--- config.mk ---
export PLATFORM = sky130hd
export DESIGN_NAME = oam_dma
export DESIGN_NICKNAME = d
export VERILOG_FILES = /design/src/rtl/ppu_pkg.sv /design/src/rtl/oam_dma.sv
export SDC_FILE = /design/constraint.sdc
export NUM_CORES = 1
export LEC_CHECK = 0
export CAP_MARGIN = 10
export CORE_MARGIN = 2
export CORE_UTILIZATION = 35
export DETAILED_ROUTE_END_ITERATION = 6
export GPL_ROUTABILITY_DRIVEN = 0
export PLACE_DENSITY = 0.76
export SETUP_SLACK_MARGIN = 0.3
export SLEW_MARGIN = 20
export SYNTH_ARGS = -nofsm -noshare
export SYNTH_HDL_FRONTEND = slang
export SYNTH_SLANG_ARGS = --single-unit
--- constraint.sdc ---
create_clock -name clk -period 3.11 [get_ports clk]
set_clock_uncertainty 0.05 [all_clocks]
set_input_delay 0.7775 -clock clk [delete_from_list [all_inputs] [get_ports clk]]
set_output_delay 0.7775 -clock clk [all_outputs]
set_load 0.02 [all_outputs]
--- src/rtl/ppu_pkg.sv ---
// Shared PPU-side definitions: OAM DMA state encoding,
// OAMDATA register index and default DMA trigger address.
package ppu_pkg;

  typedef enum logic [2:0] {
    IDLE,
    HALT,
    ALIGN,
    READ,
    WRITE
  } dma_state_e;

  localparam logic [2:0]  OAMDATA_IDX      = 3'd4;
  localparam logic [15:0] DMA_REG_ADDR_DEF = 16'h4014;

endpackage

--- src/rtl/oam_dma.sv ---
// OAM DMA engine: stalls the CPU and copies one page into OAMDATA.
// Define OAM_DMA_ALIGN_EN to add the odd-cycle ALIGN state.
module oam_dma
  import ppu_pkg::*;
#(
  parameter logic [15:0] DMA_REG_ADDR = DMA_REG_ADDR_DEF,
  parameter int          OAM_BYTES    = 256
) (
  input  logic        clk,
  input  logic        reset,
  input  logic [15:0] cpu_addr,
  input  logic [7:0]  cpu_data_in,
  input  logic        cpu_WE,
  output logic        cpu_rdy,
  output logic        dma_active,
  output logic [15:0] dma_addr,
  output logic        dma_rd,
  input  logic [7:0]  dma_data_in,
  output logic        ppu_cs_n,
  output logic [2:0]  ppu_reg_addr,
  output logic        ppu_WE,
  output logic [7:0]  ppu_data_out
);

  localparam logic [8:0] LAST_IDX = 9'(OAM_BYTES - 1);

  dma_state_e state, state_n;
  logic [7:0] page;
  logic [8:0] idx;
  logic       trig;
  logic       inc;

`ifdef OAM_DMA_ALIGN_EN
  logic parity;

  always_ff @(posedge clk or negedge reset) begin
    if (!reset) parity <= 1'b0;
    else        parity <= ~parity;
  end
`endif

  always_ff @(posedge clk or negedge reset) begin
    if (!reset) begin
      state <= IDLE;
      page  <= '0;
      idx   <= '0;
    end else begin
      state <= state_n;
      if (trig) begin
        page <= cpu_data_in;
        idx  <= '0;
      end else if (inc) begin
        idx  <= idx + 9'd1;
      end
    end
  end

  always_comb begin
    state_n      = state;
    trig         = 1'b0;
    inc          = 1'b0;
    cpu_rdy      = 1'b0;
    dma_active   = 1'b1;
    dma_rd       = 1'b0;
    ppu_cs_n     = 1'b1;
    ppu_WE       = 1'b0;
    ppu_data_out = '0;
    unique case (state)
      IDLE: begin
        cpu_rdy    = 1'b1;
        dma_active = 1'b0;
        if (cpu_WE && cpu_addr == DMA_REG_ADDR) begin
          trig    = 1'b1;
          state_n = HALT;
        end
      end
      HALT: begin
`ifdef OAM_DMA_ALIGN_EN
        // parity has toggled once since the trigger cycle
        state_n = parity ? READ : ALIGN;
`else
        state_n = READ;
`endif
      end
      ALIGN: state_n = READ;
      READ: begin
        dma_rd  = 1'b1;
        state_n = WRITE;
      end
      WRITE: begin
        ppu_cs_n     = 1'b0;
        ppu_WE       = 1'b1;
        ppu_data_out = dma_data_in;
        inc          = 1'b1;
        state_n      = (idx == LAST_IDX) ? IDLE : READ;
      end
      default: state_n = IDLE;
    endcase
  end

  assign dma_addr     = {page, idx[7:0]};
  assign ppu_reg_addr = OAMDATA_IDX;

endmodule
After elaboration in Yosys (flattened, before gate mapping)
Index checks and enable logic that the tools add are counted.

Bits in registers: 20.

$add $sub $neg: 1. Eq/ne operators: 7. Muxes and demuxes: 13. Reduce and logical (&&, ||, !) cells: 4.

Operators by type and width (number): 9-bit two-way mux (2); 16-bit by 15-bit == test with 1-bit output, second input constant (1); 3-bit one-hot mux with 4 select lines (1); 9-bit by 1-bit adder with 9-bit output, second input constant (1); 9-bit by 8-bit == test with 1-bit output, second input constant (1); 8-bit two-way mux (1); 1-bit two-way mux (7); 3-bit by 2-bit == test with 1-bit output, second input constant (2); 3-bit by 1-bit == test with 1-bit output, second input constant (1); 3-bit == test, second input constant (1); 3-bit zero test (1); 3-bit two-way mux (1); 2-bit two-way mux (1); 2-bit != test, second input constant (1); 2-bit nonzero test (1); 2-bit OR reduction (1); 1-bit logical AND (1).

Logic depth before layout (Yosys ltp)
Gate-level depths: netlist of the first run.

Depth after elaboration: 5. Gate-level depth with buffers: 8. Mapped depth without buffers: 8.

Worst setup path before layout of the first run
OpenSTA, ideal clock, no wires.

Kind: register to output. Start point: register state[0]. End point: output port ppu_data_out[0]. Arrival time: 1.446 ns. Data required time: 2.283 ns. Setup slack: 0.836 ns. Cell stages (with the launch flop): 6. Buffers on the path: 2. Cells stage by stage: dfrtp_1 -> or3b_1 -> buf_2 -> inv_2 -> buf_2 -> and2_1.

Word-level cells in the longest chain between the ends: 2.

RTL lines: start, declared (line oam_dma.sv:27) `dma_state_e state, state_n;`; start signal, assigned (line oam_dma.sv:48) `state <= state_n;`; 3-bit == test (line oam_dma.sv:68) `unique case (state)`; 8-bit two-way mux (line oam_dma.sv:68); end, declared (line oam_dma.sv:22) `output logic [7:0] ppu_data_out`.

Every way passes these cells.

Worst setup path in the final report of the first run
Start point: register state[0]. End point: output port ppu_data_out[5].

The elaborated chain is that of the path after synthesis.

==> results of run 1 <==
## Yosys cell counts (all sizes together)
library cell  count  area share, %
and2             10            5.6
and2b             1           0.67
and3              1           0.56
and3b             1           0.78
buf              14            9.3
clkbuf            1           0.33
conb              2           0.67
dfrtp            20             45
ha                2            2.2
inv               3            1.0
mux2              8            8.0
nand2             9            3.0
nand3             3            1.3
nand3b            1           0.67
nand4             3            1.7
nor2              3            1.7
nor2b             2            1.1
nor3              2            1.3
nor3b             1           0.67
nor4              2            1.1
nor4b             1           0.78
o211ai            4            3.1
o21ai             6            2.7
o22ai             2            1.1
o311ai            1           0.78
o31a              1           0.78
or2               1           0.56
or3               1           0.56
or3b              1           0.78
or4               1            1.0
xnor2             2            1.6
## state kept, by name, indices dropped and copies added (netlist names)
signal and cells:
state 3, idx 9, page 8
## per-stage QoR
step | total power, uW | setup slack, ns | hold slack (ns) | utilization, %
2_1_floorplan | 779 | 0.836 | 0.432 | -
3_3_place_gp | 949 | 0.345 | 0.423 | 56.1
3_5_place_dp | 965 | 0.330 | 0.430 | 56.1
4_1_cts | 1110 | 0.302 | 0.457 | 57.0
5_1_grt | 1180 | 0.348 | 0.498 | 57.0
6_report | 1100 | 0.452 | 0.449 | 57.0
## routing by layer
layer	track usage [%]	part of all wire, %	up-vias
li1	-	-	478
met1	17.5	37	477
met2	29.3	53	34
met3	6.40	8.6	5
met4	6.52	1.6	0
met5	0	0	-
## area by class of cell
type	instances	area (sq um)	share of cell area, %
clock buffers	4	36.3	2.08
inverters	3	13.8	0.790
multi-input cells	73	507	29.1
flip-flops and latches	20	500	28.7
well taps	44	55.1	3.16
repair buffers	64	629	36.1
## cells by family (layout without fill, tap and decap cells)
logic type	Yosys count	after routing	share of synthesized area, %
AO/OA/AOI/OAI	14	14	8.47
XOR/XNOR	2	2	1.56
adder cells (fa/ha/maj)	2	2	2.23
buffers and inverters	18	71	10.6
flip-flops	20	20	44.6
multiplexers	8	8	8.03
other	2	3	0.669
AND/OR/NAND/NOR	44	44	23.9
## what timing repair did
action,in CTS,in global routing
endpoints found under the setup margin,9,1
hold buffers,0,0
resized for setup,10,1
## power groups by stage
| stage | clock network (uW) | logic [uW] | registers [uW] |
|---|---|---|---|
| finish | 156 | 522 | 425 |
| global route | 172 | 570 | 442 |
| CTS | 160 | 528 | 426 |
| detailed placement | 0 | 533 | 432 |
| global placement | 0 | 522 | 427 |
| floorplan | 0 | 368 | 411 |
## worst max path at each step
stage | to | slack [ns] | cells after the start
final | ppu_data_out[5] | 0.45 | 4
after global routing | ppu_data_out[1] | 0.35 | 4
after CTS | ppu_cs_n | 0.30 | 3
after detailed placement | ppu_data_out[5] | 0.33 | 3
after global placement | ppu_data_out[1] | 0.34 | 3
after floorplan | ppu_data_out[0] | 0.84 | 5
==> impl_metrics.tcl, run 1 <==
set metrics [dict create \
    status "completed" \
    hold_class "reg2reg" \
    viasPerCell 4.78 \
    grt_max_degree 21 \
    p_leak_uw 0.000763 \
    ir_drop_mv 0.276 \
    grt_pass1_wl_um 4420 \
    setup_viol 0 \
    finalHoldViolCount 0 \
    antennaDiodeCount 0 \
    crit_path_start_kind "flip-flop" \
    critical_path_required_ns 2.28 \
    start_util_pct 36.8 \
    post-route-drc-count 0 \
    row_count 20 \
    clk_pin_slew_ns 0.12 \
    fillers 308 \
    die_w_um 60.6 \
    rsz0062_at_grt "no" \
    area_growth_pct 55.2 \
    cts_max_level 1 \
    placed_area_sq_um 1710 \
    internal_power_uw 675 \
    worstPathCellList "or3b_1, inv_4, and2_1, dlygate4sd2_1" \
    numPortBuffers 63 \
    drt_iter0_drc 6 \
    worstReg2RegEnd "state[0]" \
    antenna_found_initial 0 \
    num_io_pins 67 \
    power_frac_seq_pct 38.5 \
    fin_cells 208 \
    synthesis.instances 110 \
    grt_use_total_pct 16.5 \
    cp_data_arrival_time_ns 1.83 \
    cts-root-buf "clkbuf_4" \
    routed_wl_um 2600 \
    cts_made_buffers 3 \
    endpoint_kind "primary output" \
    design_area_sq_um 1740 \
    slew_viol_final 0 \
    cts_max_path_buffers 2 \
    whs_path_depth 1 \
    grt_pass1_vias 1034 \
    syn_avg_cell_area_sq_um 10.2 \
    reg2reg_depth 8 \
    finalCriticalPeriod_ns 2.66 \
    vias 994 \
    hold_start "page[2]" \
    r2r_start "idx[0]" \
    cts_tree "yes" \
    yosys.cell_types.count 39 \
    die_area_sq_um 3680 \
    max_freq_mhz 376 \
    cts_sinks 20 \
    power_density_nw_per_um2 633 \
    layout_commonest_cell "clkdlybuf4s50_1" \
    power_frac_comb_pct 47.3 \
    dr.pass1.iters 3 \
    nets 202 \
    drive_above_1_share_pct 11.0 \
    max_slew_margin_pct 39.9 \
    fin_setup_tns_ns 0 \
    finalCritPeriodShare_pct 85.5 \
    rrSetupSlack_ns 1.20 \
    slowest_delay_ns 0.46 \
    cts_setup_buffers 0 \
    startpoint "state[0]" \
    avgRoutedWirePerCell_um 12.5 \
    worstSkewPairLatency_ns 0.30 \
    p_sw_uw 427 \
    drv_cap 0 \
    antenna_left 0 \
    critPathSlowestCell "or3b_1" \
    cp_max_fo 15 \
    dp_cells 204 \
    yosysWarnings 0 \
    min_to "page[2]" \
    tightest_slew_ns 0.899 \
    core_area_sq_um 3050 \
    syn_area_sq_um 1120 \
    yosysSeqAreaShare_pct 44.6 \
    grt_overflow_total 0 \
    final_cell_mix "53 x clkdlybuf4s50_1, 20 x dfrtp_1, 10 x and2_1" \
    critPathBufInv 2 \
    crit_type "reg2out" \
    hpwlAfterDp_um 2080 \
    die_y_um 60.6 \
    ys_ff_latch 20 \
    pwr-share-clk_pct 14.1 \
    swShare_pct 38.8 \
    cp_top_family "simple AND/OR/NAND/NOR gates" \
]
No activity file was read; power rests on OpenSTA's default activity.
==> run 2: changes to the inputs <==
- PLACE_DENSITY: 0.76 -> 0.79
- clock period: 3.11 -> 3.45 ns (I/O delays scaled with it)
==> run 2 against run 1 <==
Global-route usage down 0.17 points. Setup slack got worse by 0.031 ns. First-iteration DRC count did not move. Count of clock-buffer cells in the layout fell by 1. Largest power group unchanged.
==> impl_metrics.tcl, run 2 (synthesis results as in run 1) <==
set metrics [dict create \
    fin_hold_ws_ns 0.470 \
    finalWorstSetupSlack_ns 0.421 \
    setup_viol 0 \
    largest_register_ffs 9 \
    pre_cts_slack_ns 0.466 \
    routed_wl_um 2610 \
    r2r_start "idx[0]" \
    numPortBuffers 63 \
    area_growth_pct 57.4 \
    grt_max_degree 21 \
    fillers 301 \
    hold_start "page[7]" \
    die_w_um 60.6 \
    tightest_slew_ns 0.899 \
    dr.pass1.iters 4 \
    viasPerCell 4.71 \
    antenna_found_initial 0 \
    slowest_delay_ns 0.62 \
    largest-register "idx" \
    placed_area_sq_um 1710 \
    endpoint_kind "primary output" \
    cp_data_arrival_time_ns 2.12 \
    antenna_left 0 \
    drv_cap 0 \
    start_util_pct 36.8 \
    whs_path_depth 1 \
    grt_pass1_wl_um 4390 \
    crit_type "reg2out" \
    vias 980 \
    cts-root-buf "clkbuf_4" \
    design_area_sq_um 1770 \
    reg2reg_depth 8 \
    cts_sinks 20 \
    grt_use_total_pct 16.3 \
    core_area_sq_um 3050 \
    clk_pin_slew_ns 0.11 \
    post-route-drc-count 0 \
    largestRegisters "idx: 9 flops, page: 8 flops, state: 3 flops" \
    grt_pass1_vias 975 \
    cts_max_path_buffers 2 \
    cts_max_level 1 \
    drt_iter0_drc 6 \
    rsz0062_at_grt "no" \
    finalHoldViolCount 0 \
    postCtsResizedCells 0 \
    critPathBufInv 2 \
    cp_max_fo 15 \
    crit_path_start_kind "flip-flop" \
    max_freq_mhz 330 \
    multiInputGateArea_sq_um 507 \
    avgRoutedWirePerCell_um 12.5 \
    seq_area_sq_um 500 \
    p_leak_uw 0.000727 \
    critPathSlowestCell "clkdlybuf4s50_1" \
    final_cell_mix "63 x clkdlybuf4s50_1, 20 x dfrtp_1, 10 x and2_1" \
    status "completed" \
    rrSetupSlack_ns 1.48 \
    max_slew_margin_pct 39.9 \
    power_density_nw_per_um2 602 \
    die_y_um 60.6 \
    worstReg2RegEnd "state[0]" \
    layout_commonest_cell "clkdlybuf4s50_1" \
    drive_above_1_share_pct 11.0 \
    hpwlAfterDp_um 2090 \
    slew_viol_final 0 \
    hold_class "reg2reg" \
    finalCriticalPeriod_ns 3.03 \
    cts_made_buffers 3 \
    finalCritPeriodShare_pct 87.8 \
    cp_top_family "buffers and inverters" \
    grt_overflow_total 0 \
    row_count 20 \
    critical_path_required_ns 2.54 \
    antennaDiodeCount 0 \
    worstPathCellList "or3b_1, inv_4, and2_1, clkdlybuf4s50_1" \
    num_io_pins 67 \
    die_area_sq_um 3680 \
    worstSkewPairLatency_ns 0.32 \
    cts_tree "yes" \
    min_to "page[7]" \
    nets 202 \
    cts_setup_buffers 0 \
    ir_drop_mv 0.225 \
    ctsHoldBuffers 0 \
    fin_setup_tns_ns 0 \
]
-- run 2: cell types whose count changed in the layout (fill, tap and decap cells not counted) --
cell,previous run,this run
dlygate4sd2_1,9,0
clkbuf_8,1,0
clkdlybuf4s50_1,53,63
dlymetal6s2s_1,1,0
bufinv_16,0,1
-- run 2: per-stage QoR --
stage	cells	power (uW)	utilization [%]
after global routing	208	1140	57.9
after global placement	204	855	56.1
after detailed placement	204	877	56.1
after CTS	208	1070	57.8
final	208	1060	57.9
after floorplan	111	702	-
-- run 2: layout make-up --
| type | instances | share of cell area [%] |
|---|---|---|
| Timing Repair Buffer | 64 | 36.1 |
| Multi-Input combinational cell | 73 | 28.7 |
| Sequential cell | 20 | 28.3 |
| Tap cell | 44 | 3.12 |
| Clock inverter | 1 | 1.70 |
| Clock buffer | 3 | 1.27 |
| Inverter | 3 | 0.779 |
-- run 2: power by group --
part | internal (uW) | switching (uW) | leakage (uW)
Clock | 118 | 79.4 | 0.0000279
Sequential | 301 | 84.8 | 0.000253
Combinational | 252 | 230 | 0.000446
Total | 670 | 394 | 0.000727
-- run 2: how the worst max path moves through the flow --
| stage | startpoint | end | cells after the start |
|---|---|---|---|
| 2_1_floorplan | state[0] | ppu_data_out[0] | 5 |
| 3_3_place_gp | dma_data_in[4] | ppu_data_out[4] | 3 |
| 3_5_place_dp | dma_data_in[0] | ppu_data_out[0] | 3 |
| 4_1_cts | state[0] | ppu_data_out[0] | 4 |
| 5_1_grt | state[0] | ppu_data_out[0] | 4 |
| 6_report | state[0] | ppu_data_out[0] | 4 |
-- run 2: worst reg2reg max path: cells and delay by family (launching register included) --
kind	cells	cell delay, ns
adders and majority gates	2	0.36
AOI/OAI and AO/OA	1	0.24
and+or+nand+nor	5	0.75
DFF	1	0.44
-- run 2: layer usage --
layer  track usage (%)  share of wire (%)  vias up
met3              5.12                7.6        7
met2              27.2                 51       37
met4              8.70                2.4        0
met5                 0                  0        -
met1              18.7                 39      457
li1                  -                  -      479
==> run 3: changes to the inputs <==
- PLACE_DENSITY: 0.79 -> 0.78
==> run 3 against run 2 <==
First-iteration DRC count grew 100%. Utilization down 0.98 points. Count of clock-buffer cells in the layout stayed put. Combinational power is essentially flat. Largest cell class unchanged.
==> impl_metrics.tcl, run 3 (synthesis results as in run 1) <==
set metrics [dict create \
    met3_usage_pct 5.33 \
    worstReg2RegEnd "state[0]" \
    crit_path_start_kind "flip-flop" \
    r2r_start "idx[0]" \
    row_count 20 \
    layout_commonest_cell "clkdlybuf4s50_1" \
    routed_wl_um 2530 \
    cts_setup_buffers 0 \
    largest-register "idx" \
    cts_made_buffers 3 \
    hold_start "page[2]" \
    finalWorstSetupSlack_ns 0.446 \
    endpoint_kind "primary output" \
    worstSkewPairLatency_ns 0.29 \
    antenna_left 0 \
    grt_pass1_wl_um 4260 \
    ctsHoldBuffers 0 \
    num_io_pins 67 \
    pre_cts_slack_ns 0.499 \
    hold_class "reg2reg" \
    grt_use_total_pct 15.4 \
    largestRegisters "idx: 9 flops, page: 8 flops, state: 3 flops" \
    p_leak_uw 0.000713 \
    antennaDiodeCount 0 \
    dr.pass1.iters 4 \
    critical_path_required_ns 2.54 \
    critPathBufInv 2 \
    cts_tree "yes" \
    die_y_um 60.6 \
    cts-root-buf "clkbuf_4" \
    finalCritPeriodShare_pct 87.1 \
    grt_overflow_total 0 \
    fin_setup_tns_ns 0 \
    power_density_nw_per_um2 560 \
    finalHoldViolCount 0 \
    cp_data_arrival_time_ns 2.09 \
    finalCriticalPeriod_ns 3.00 \
    p_total_uw 973 \
    antenna_found_initial 0 \
    fin_hold_ws_ns 0.469 \
    use_met2_pct 23.7 \
    crit_type "reg2out" \
    use_met1_pct 20.5 \
    clk_pin_slew_ns 0.11 \
    max_freq_mhz 333 \
    busiest_layer "met2" \
    placed_area_sq_um 1710 \
    drt_iter0_drc 12 \
    slew_viol_final 0 \
    setup_viol 0 \
    numPortBuffers 63 \
    fillers 275 \
    slowest_delay_ns 0.61 \
    die_w_um 60.6 \
    whs_path_depth 1 \
    reg2reg_depth 8 \
    viasPerCell 4.67 \
    hpwlAfterDp_um 1960 \
    grt_pass1_vias 968 \
    status "completed" \
    cts_max_path_buffers 2 \
    cts_max_level 1 \
    rrSetupSlack_ns 1.52 \
    cts_sinks 20 \
    grt_max_degree 21 \
    max_slew_margin_pct 40.9 \
    design_area_sq_um 1740 \
    ir_drop_mv 0.240 \
    worstPathCellList "or3b_1, inv_4, and2_1, clkdlybuf4s50_1" \
    core_area_sq_um 3050 \
    final_cell_mix "63 x clkdlybuf4s50_1, 20 x dfrtp_1, 10 x and2_1" \
    avgRoutedWirePerCell_um 12.2 \
    cp.depth 4 \
    post-route-drc-count 0 \
    min_to "page[2]" \
    tightest_slew_ns 0.884 \
    drv_cap 0 \
    cp_top_family "buffers and inverters" \
    largest_register_ffs 9 \
    cp_max_fo 15 \
    area_growth_pct 54.7 \
    start_util_pct 36.8 \
    drive_above_1_share_pct 10.4 \
    critPathSlowestCell "clkdlybuf4s50_1" \
    die_area_sq_um 3680 \
    rsz0062_at_grt "no" \
    nets 202 \
    vias 967 \
]
run 3: cell types whose count changed in the layout (fill, tap and decap cells not counted):
cell and delta:
bufinv_16 -1
run 3: final cells by class:
class | count | area (sq um) | share of cell area, %
Clock buffer | 3 | 22.5 | 1.30
Inverter | 3 | 13.8 | 0.793
Multi-Input combinational cell | 73 | 507 | 29.2
Sequential cell | 20 | 500 | 28.8
Tap cell | 44 | 55.1 | 3.17
Timing Repair Buffer | 64 | 638 | 36.7
run 3: report_power, final:
part / leakage, uW / internal (uW) / switching, uW
combinational: 0.000446 / 252 / 228
sequential: 0.000253 / 301 / 83.8
clock: 0.0000138 / 40.6 / 68.2
total: 0.000713 / 593 / 380
run 3: through the flow:
stage / std cells / util, %
finish: 207 / 56.9
global route: 207 / 56.9
CTS: 207 / 56.8
detailed placement: 204 / 56.1
global placement: 204 / 56.1
floorplan: 111 / -
run 3: per-layer routing:
layer	routed length, um	vias to the layer above
met5	0	-
met2	1250	33
met4	10	0
met1	1050	457
met3	223	2
li1	-	475
run 3: how the worst max path moves through the flow:
stage                   startpoint               to
finish                    state[0]  ppu_data_out[0]
global placement    dma_data_in[3]  ppu_data_out[3]
floorplan                 state[0]  ppu_data_out[0]
detailed placement  dma_data_in[0]  ppu_data_out[0]
global route              state[0]  ppu_data_out[0]
CTS                       state[0]  ppu_data_out[0]
run 3: timing repair:
action,4_1_cts,5_1_grt
hold endpoints to repair,0,0
resized for setup,0,1
setup endpoints to repair,0,2
